===== src/rtl/bus_arbiter_rr_pkg.sv =====
// rtl/bus_arbiter_rr_pkg.sv - shared state encoding and width helper for the bus blocks
package bus_arbiter_rr_pkg;

  typedef enum logic {
    ST_IDLE  = 1'b0,
    ST_GRANT = 1'b1
  } arb_state_e;

  // Bits needed to index `value` items; never less than one so 1-port builds stay legal.
  function automatic int arb_log2(input int value);
    int w;
    w = 0;
    while ((1 << w) < value) begin
      w++;
    end
    return (w < 1) ? 1 : w;
  endfunction

endpackage


===== src/rtl/bus_arbiter_rr_if.sv =====
// rtl/bus_arbiter_rr_if.sv - request/grant bundle between requesters, arbiter and bus mux
interface bus_arbiter_rr_if #(
  parameter int NUM_PORTS = 4
);
  import bus_arbiter_rr_pkg::*;

  localparam int PW = arb_log2(NUM_PORTS);

  logic [NUM_PORTS-1:0] requests;
  logic [PW-1:0]        grant_port;
  logic                 grant_valid;
  logic [NUM_PORTS-1:0] grant_onehot;

  modport master (
    input  requests,
    output grant_port,
    output grant_valid,
    output grant_onehot
  );

  modport slave (
    output requests,
    input  grant_port,
    input  grant_valid,
    input  grant_onehot
  );

endinterface


===== src/rtl/rr_priority_select.sv =====
// rtl/rr_priority_select.sv - circular first-requester search starting just after last_port
module rr_priority_select
  import bus_arbiter_rr_pkg::*;
#(
  parameter int NUM_PORTS = 4,
  parameter int PW        = arb_log2(NUM_PORTS)
) (
  input  logic [NUM_PORTS-1:0] requests,
  input  logic [PW-1:0]        last_port,
  output logic [PW-1:0]        next_port,
  output logic                 any_req
);

  logic [PW-1:0] cand;

  // last_port itself is visited last, so it only wins when it is the sole requester.
  always_comb begin
    next_port = '0;
    any_req   = 1'b0;
    cand      = '0;
    for (int i = 1; i <= NUM_PORTS; i++) begin
      cand = PW'((int'(last_port) + i) % NUM_PORTS);
      if (!any_req && requests[cand]) begin
        next_port = cand;
        any_req   = 1'b1;
      end
    end
  end

endmodule


===== src/rtl/bus_arbiter_rr.sv =====
// rtl/bus_arbiter_rr.sv - round-robin bus arbiter with bounded hold time and registered grants
module bus_arbiter_rr
  import bus_arbiter_rr_pkg::*;
#(
  parameter int NUM_PORTS = 4,
  parameter int MAX_HOLD  = 8
) (
  input  logic             clock,
  input  logic             reset,
  bus_arbiter_rr_if.master arb
);

  localparam int            PW         = arb_log2(NUM_PORTS);
  localparam int            HW         = arb_log2(MAX_HOLD);
  localparam logic [PW-1:0] LAST_INIT  = PW'(NUM_PORTS - 1);
  localparam logic [HW-1:0] HOLD_LIMIT = HW'(MAX_HOLD - 1);

  arb_state_e           state_q, state_d;
  logic [PW-1:0]        port_q, port_d;
  logic [NUM_PORTS-1:0] onehot_q, onehot_d;
  logic [HW-1:0]        hold_q, hold_d;
  logic [PW-1:0]        last_q, last_d;

  logic [NUM_PORTS-1:0] sel_req;
  logic [PW-1:0]        next_port;
  logic                 any_req;
  logic                 owner_req;
  logic                 take;
  logic                 drop;

  // Masking the owner keeps it out of every handover; onehot_q is zero in IDLE.
  assign sel_req   = arb.requests & ~onehot_q;
  assign owner_req = |(arb.requests & onehot_q);

  rr_priority_select #(
    .NUM_PORTS (NUM_PORTS),
    .PW        (PW)
  ) u_select (
    .requests  (sel_req),
    .last_port (last_q),
    .next_port (next_port),
    .any_req   (any_req)
  );

  always_comb begin
    state_d  = state_q;
    port_d   = port_q;
    onehot_d = onehot_q;
    hold_d   = hold_q;
    last_d   = last_q;
    take     = 1'b0;
    drop     = 1'b0;

    case (state_q)
      ST_IDLE: take = any_req;
      ST_GRANT: begin
        if (!owner_req) begin
          take = any_req;
          drop = !any_req;
        end else if (hold_q != HOLD_LIMIT) begin
          hold_d = hold_q + 1'b1;
        end else if (any_req) begin
          take = 1'b1;
        end else begin
          hold_d = '0;
        end
      end
      default: drop = 1'b1;
    endcase

    if (take) begin
      state_d  = ST_GRANT;
      port_d   = next_port;
      onehot_d = NUM_PORTS'(1) << next_port;
      hold_d   = '0;
      last_d   = next_port;
    end else if (drop) begin
      state_d  = ST_IDLE;
      port_d   = '0;
      onehot_d = '0;
      hold_d   = '0;
    end
  end

  always_ff @(posedge clock) begin
    if (reset) begin
      state_q  <= ST_IDLE;
      port_q   <= '0;
      onehot_q <= '0;
      hold_q   <= '0;
      last_q   <= LAST_INIT;
    end else begin
      state_q  <= state_d;
      port_q   <= port_d;
      onehot_q <= onehot_d;
      hold_q   <= hold_d;
      last_q   <= last_d;
    end
  end

  assign arb.grant_valid  = (state_q == ST_GRANT);
  assign arb.grant_port   = port_q;
  assign arb.grant_onehot = onehot_q;

endmodule


===== src/flat_wrapper.sv =====
// flat-port wrapper written by rule: the top's interface ports become plain ports
module bus_arbiter_rr_flat import bus_arbiter_rr_pkg::*;
#(
  parameter int NUM_PORTS = 4,
  parameter int MAX_HOLD  = 8
)
  (clock, reset, arb_requests, arb_grant_port, arb_grant_valid, arb_grant_onehot);
  bus_arbiter_rr_if #(.NUM_PORTS(NUM_PORTS)) arb_i ();
  input  logic clock;
  input  logic reset;
  input wire logic [$bits(arb_i.requests)-1:0] arb_requests;
  output wire logic [$bits(arb_i.grant_port)-1:0] arb_grant_port;
  output wire logic [$bits(arb_i.grant_valid)-1:0] arb_grant_valid;
  output wire logic [$bits(arb_i.grant_onehot)-1:0] arb_grant_onehot;
  assign arb_i.requests = arb_requests;
  assign arb_grant_port = arb_i.grant_port;
  assign arb_grant_valid = arb_i.grant_valid;
  assign arb_grant_onehot = arb_i.grant_onehot;
  bus_arbiter_rr #(.NUM_PORTS(NUM_PORTS), .MAX_HOLD(MAX_HOLD)) u_core (.clock(clock), .reset(reset), .arb(arb_i));
endmodule

===== config.mk =====
export PLATFORM = sky130hd
export DESIGN_NAME = bus_arbiter_rr_flat
export DESIGN_NICKNAME = d
export VERILOG_FILES = /design/src/rtl/bus_arbiter_rr_pkg.sv /design/src/rtl/bus_arbiter_rr_if.sv /design/src/rtl/rr_priority_select.sv /design/src/rtl/bus_arbiter_rr.sv /design/src/flat_wrapper.sv
export SDC_FILE = /design/constraint.sdc
export NUM_CORES = 1
export LEC_CHECK = 0
export ABC_CLOCK_PERIOD_IN_PS = 1400
export BUFFER_PORTS_ARGS = -buffer_cell sky130_fd_sc_hd__buf_4
export CAP_MARGIN = 20
export CELL_PAD_IN_SITES_DETAIL_PLACEMENT = 1
export CELL_PAD_IN_SITES_GLOBAL_PLACEMENT = 1
export CORE_MARGIN = 2
export CORE_UTILIZATION = 34
export DETAILED_ROUTE_END_ITERATION = 8
export GPL_TIMING_DRIVEN = 0
export PLACE_DENSITY = 0.76
export SETUP_SLACK_MARGIN = 0.1
export SLEW_MARGIN = 20
export SYNTH_ARGS = -nofsm -noshare
export SYNTH_HDL_FRONTEND = slang
export SYNTH_SLANG_ARGS = --single-unit

===== constraint.sdc =====
create_clock -name clock -period 1.4 [get_ports clock]
set_input_delay 0.07 -clock clock [delete_from_list [all_inputs] [get_ports clock]]
set_output_delay 0.07 -clock clock [all_outputs]
set_load 0.02 [all_outputs]

==> results.py <==
metrics = {
    "layout": {
        "final_layout_size_suffix_gt1_frac": 0.560,
        "layout.filler_cells": 186,
        "number_of_nets_in_the_layout": 100,
        "final_standard_cell_area_without_fillers_mm2": 0.00100,
        "diodes": 0,
        "area_growth_syn_to_layout_pct": 63.0,
    },
    "synth": {
        "largest_family_of_logic_cells_by_synthesized_area": "compound AO/OA/AOI/OAI gates",
        "yosys_register_bits": 12,
        "top_cells_by_instance_count_after_synthesis": "sky130_fd_sc_hd__dfxtp_1 (12), sky130_fd_sc_hd__nor2_1 (10), sky130_fd_sc_hd__nor2b_1 (4)",
        "yosysWarningCount": 0,
        "syn-cell-area_um2": 616,
        "synth_xor_xnor_area_share": 0,
        "syn-instance-count": 65,
        "synthTopCellsByArea": "sky130_fd_sc_hd__dfxtp_1 (39%), sky130_fd_sc_hd__nor2_1 (6.1%), sky130_fd_sc_hd__a22o_1 (4.3%)",
        "yosys.area_share.simple": 0.179,
        "multiplexer_share_of_the_synthesized_area": 0.0163,
        "synthAdderAreaFrac": 0.0407,
        "yosys.cell_count.top_type": "sky130_fd_sc_hd__dfxtp_1",
        "syn_area_per_cell_um2": 9.47,
        "synth_largest_area_cell": "sky130_fd_sc_hd__dfxtp_1",
        "synth_compound_gate_area_share": 0.356,
        "most_used_flip_flop_cell_after_synthesis": "sky130_fd_sc_hd__dfxtp_1",
        "synth_edf_count": 0,
        "seq_total_area_yosys": 0.390,
        "mappedNetlistNets": 73,
        "ys_types": 28,
        "synthDominantCellAreaShare": 0.390,
        "ys_async_sr_fraction": 0,
    },
    "setup_path": {
        "reg2reg_from": "u_core.arb.grant_onehot[0]$_SDFFE_PP0P_",
        "worstReg2RegEnd": "u_core.arb.grant_onehot[3]$_SDFFE_PP0P_",
        "critical_path_arrival_ns": 1.84,
        "r2r_slack_ns": -0.23,
        "start_kind": "register",
        "worst_setup_path_end_kind": "register",
        "critical_path_data_required_time_ns": 1.61,
        "timing.critical_path.fanout_max": 5,
        "number_of_cell_instances_on_the_worst_register_to_register_path": 5,
        "classification_of_the_worst_setup_path": "reg2reg",
    },
    "drt": {
        "count_of_antenna_violating_nets_left_after_detailed_routing": 0,
        "drcViolationCount": 0,
        "firstDrtPassIters": 4,
        "vias": 637,
        "vias_per_cell": 5.49,
        "detail_route.iter0.violations": 8,
        "avg_wl_per_cell_um": 17.5,
        "routed_wl_um": 2030,
    },
    "global_route": {
        "grt_pass1_vias": 663,
        "gr_peak_layer": "met2",
        "antenna_found_initial": 0,
        "met3_usage": 0.0392,
        "globalRoute.totalOverflow": 0,
        "globalRouteTotalUtil": 0.205,
        "global_route.usage.met1": 0.235,
        "grt_first_pass_wirelength_um": 3000,
        "grt_util_met2": 0.342,
        "largest_net_degree_at_the_start_of_global_routing": 9,
    },
    "sta": {
        "rsz0062_at_grt": "yes",
        "clock.fmax_mhz": 614,
        "setup_viol_count_final": 11,
        "fin_setup_tns_ns": -1.94,
        "max_slew.worst_pin.slew_ns": 0.643,
        "final_setup_margin_ns": -0.230,
        "drv_slew": 0,
        "final-hold-violation-count": 0,
        "slew-limit-headroom": 0.571,
        "layout_min_cycle_time_ns": 1.63,
        "final.period_utilization": 1.16,
        "clock_skew_ns": 0.00639,
    },
    "power_and_ir_drop": {
        "vdd_ir_drop_max_mv": 0.992,
        "power-per-cell-area_mw_per_mm2": 1950,
        "internal-power_uw": 1120,
        "leakagePower_uw": 0.000418,
        "swShare": 0.425,
        "power.share.combinational": 0.585,
        "sequentialPowerShare": 0.304,
        "share_clk_of_total_power": 0.111,
        "net-switching-power_uw": 830,
    },
    "cts": {
        "clock_tree_from_tritoncts": "yes",
        "tritoncts.num_buffers": 3,
        "cell_at_the_root_of_the_clock_tree": "sky130_fd_sc_hd__clkbuf_4",
        "worst_skew_pair.late_latency_ns": 0.27,
        "cts_hold_buf": 0,
        "cts.htree.levels": 1,
        "clkSlewWorstSetupHoldPaths_ns": 0.08,
        "numClockSinks": 12,
        "cts_buffer_depth": 2,
    },
    "floorplanning": {
        "core_area_mm2": 0.00171,
        "fp.dieArea_mm2": 0.00217,
        "io_pins": 13,
        "fp-row-count": 15,
        "die_x_um": 46.6,
        "initial_core_util": 0.360,
        "fp.dieH_um": 46.6,
    },
    "status": {
        "status": "finished, violations left",
        "violated_checks": "negative setup slack",
    },
    "run": {
        "drv_cap": 0,
    },
    "hold_path": {
        "hold_path.startpoint": "reset",
        "holdCritPathClass": "in2reg",
        "min_path_cells": 2,
        "min_delay_worst_endpoint": "u_core.arb.grant_valid$_SDFFE_PP0P_",
    },
    "placed_design": {
        "post_dp_cell_area_um2": 783,
        "globalplace.congestion": 0.770,
        "port_buffers": 11,
        "dp_hpwl_um": 1200,
    },
}
[area by class of cell]
type,instances,area (µm²),share of cell area
inverter,2,7.51,0.00748
clock inverter,1,3.75,0.00374
timing repair buffer,22,176,0.176
multi-input combinational,50,502,0.500
sequential,12,256,0.256
tap,25,31.3,0.0312
clock buffer,3,22.5,0.0224
buffer,1,3.75,0.00374
[power by group through the flow]
stage | logic, µW | clock network (µW) | registers, µW
2_1_floorplan | 431 | 0 | 661
3_3_place_gp | 712 | 0 | 597
3_5_place_dp | 724 | 0 | 605
4_1_cts | 977 | 228 | 580
5_1_grt | 1220 | 243 | 613
6_report | 1140 | 217 | 595
[critical path, stage by stage (launching register included)]
cell and delay [ns]:
sky130_fd_sc_hd__dfxtp_4 0.37, sky130_fd_sc_hd__nor2b_4 0.05, sky130_fd_sc_hd__or4_4 0.57, sky130_fd_sc_hd__a211o_1 0.28
sky130_fd_sc_hd__o41ai_4 0.09, sky130_fd_sc_hd__a22o_1 0.20
[through the flow]
stage	hold WS [ns]	power (µW)	instances	setup slack, ns	util
after global placement	0.423	1310	101	-0.275	0.459
final	0.287	1950	116	-0.230	0.588
after detailed placement	0.448	1330	101	-0.294	0.459
after floorplan	0.374	1090	65	-0.162	-
after CTS	0.233	1790	113	-0.204	0.537
after global routing	0.291	2080	116	-0.269	0.588
[kinds of logic (layout without fill, tap and decap cells)]
group | count (synthesis) | after routing
buffers and inverters | 3 | 29
DFF | 12 | 12
AOI/OAI and AO/OA | 25 | 25
adders and majority gates | 2 | 2
muxes | 1 | 1
and+or+nand+nor | 22 | 22
[worst max path at each step]
stage                                                  startpoint                                 endpoint  slack (ns)
after floorplan           u_core.arb.grant_onehot[0]$_SDFFE_PP0P_  u_core.arb.grant_onehot[2]$_SDFFE_PP0P_       -0.16
after global placement    u_core.arb.grant_onehot[1]$_SDFFE_PP0P_  u_core.arb.grant_onehot[2]$_SDFFE_PP0P_       -0.27
after detailed placement  u_core.arb.grant_onehot[1]$_SDFFE_PP0P_  u_core.arb.grant_onehot[3]$_SDFFE_PP0P_       -0.29
after CTS                 u_core.arb.grant_onehot[0]$_SDFFE_PP0P_  u_core.arb.grant_onehot[3]$_SDFFE_PP0P_       -0.20
after global routing      u_core.arb.grant_onehot[0]$_SDFFE_PP0P_  u_core.arb.grant_onehot[3]$_SDFFE_PP0P_       -0.27
final                     u_core.arb.grant_onehot[0]$_SDFFE_PP0P_  u_core.arb.grant_onehot[3]$_SDFFE_PP0P_       -0.23
[what timing repair did]
item / CTS / global route
gates resized for setup: 11 / 13
setup buffers: 8 / 3
endpoints found under the setup margin: 12 / 12
pin swaps: 7 / 6
[flip-flops by register name, indices dropped and copies added, names as in the netlist]
signal	count
u_core.hold_q	3
u_core.last_q	2
u_core.arb.grant_onehot	4
u_core.arb.grant_valid	1
u_core.arb.grant_port	2
[placed cells by master, fill, tap and decap left out, types with 2 or more instances in the layout]
cell / count
sky130_fd_sc_hd__o32a_1: 2
sky130_fd_sc_hd__nor2b_4: 2
sky130_fd_sc_hd__a32o_1: 2
sky130_fd_sc_hd__o21ai_0: 2
sky130_fd_sc_hd__ha_2: 2
sky130_fd_sc_hd__clkbuf_4: 3
sky130_fd_sc_hd__a22o_1: 3
sky130_fd_sc_hd__nand2_1: 2
sky130_fd_sc_hd__dfxtp_1: 7
sky130_fd_sc_hd__nor2_1: 8
sky130_fd_sc_hd__buf_4: 19
sky130_fd_sc_hd__dfxtp_4: 4
sky130_fd_sc_hd__a22oi_1: 2
sky130_fd_sc_hd__inv_1: 2
sky130_fd_sc_hd__buf_6: 3
sky130_fd_sc_hd__a211o_1: 2
[per-layer routing]
metal  share of wire  vias to the layer above
met3           0.031                        9
met5               0                        -
met1            0.45                      306
met2            0.48                       13
li1                -                      309
met4           0.037                        0
No activity file was read; power rests on OpenSTA's default activity.
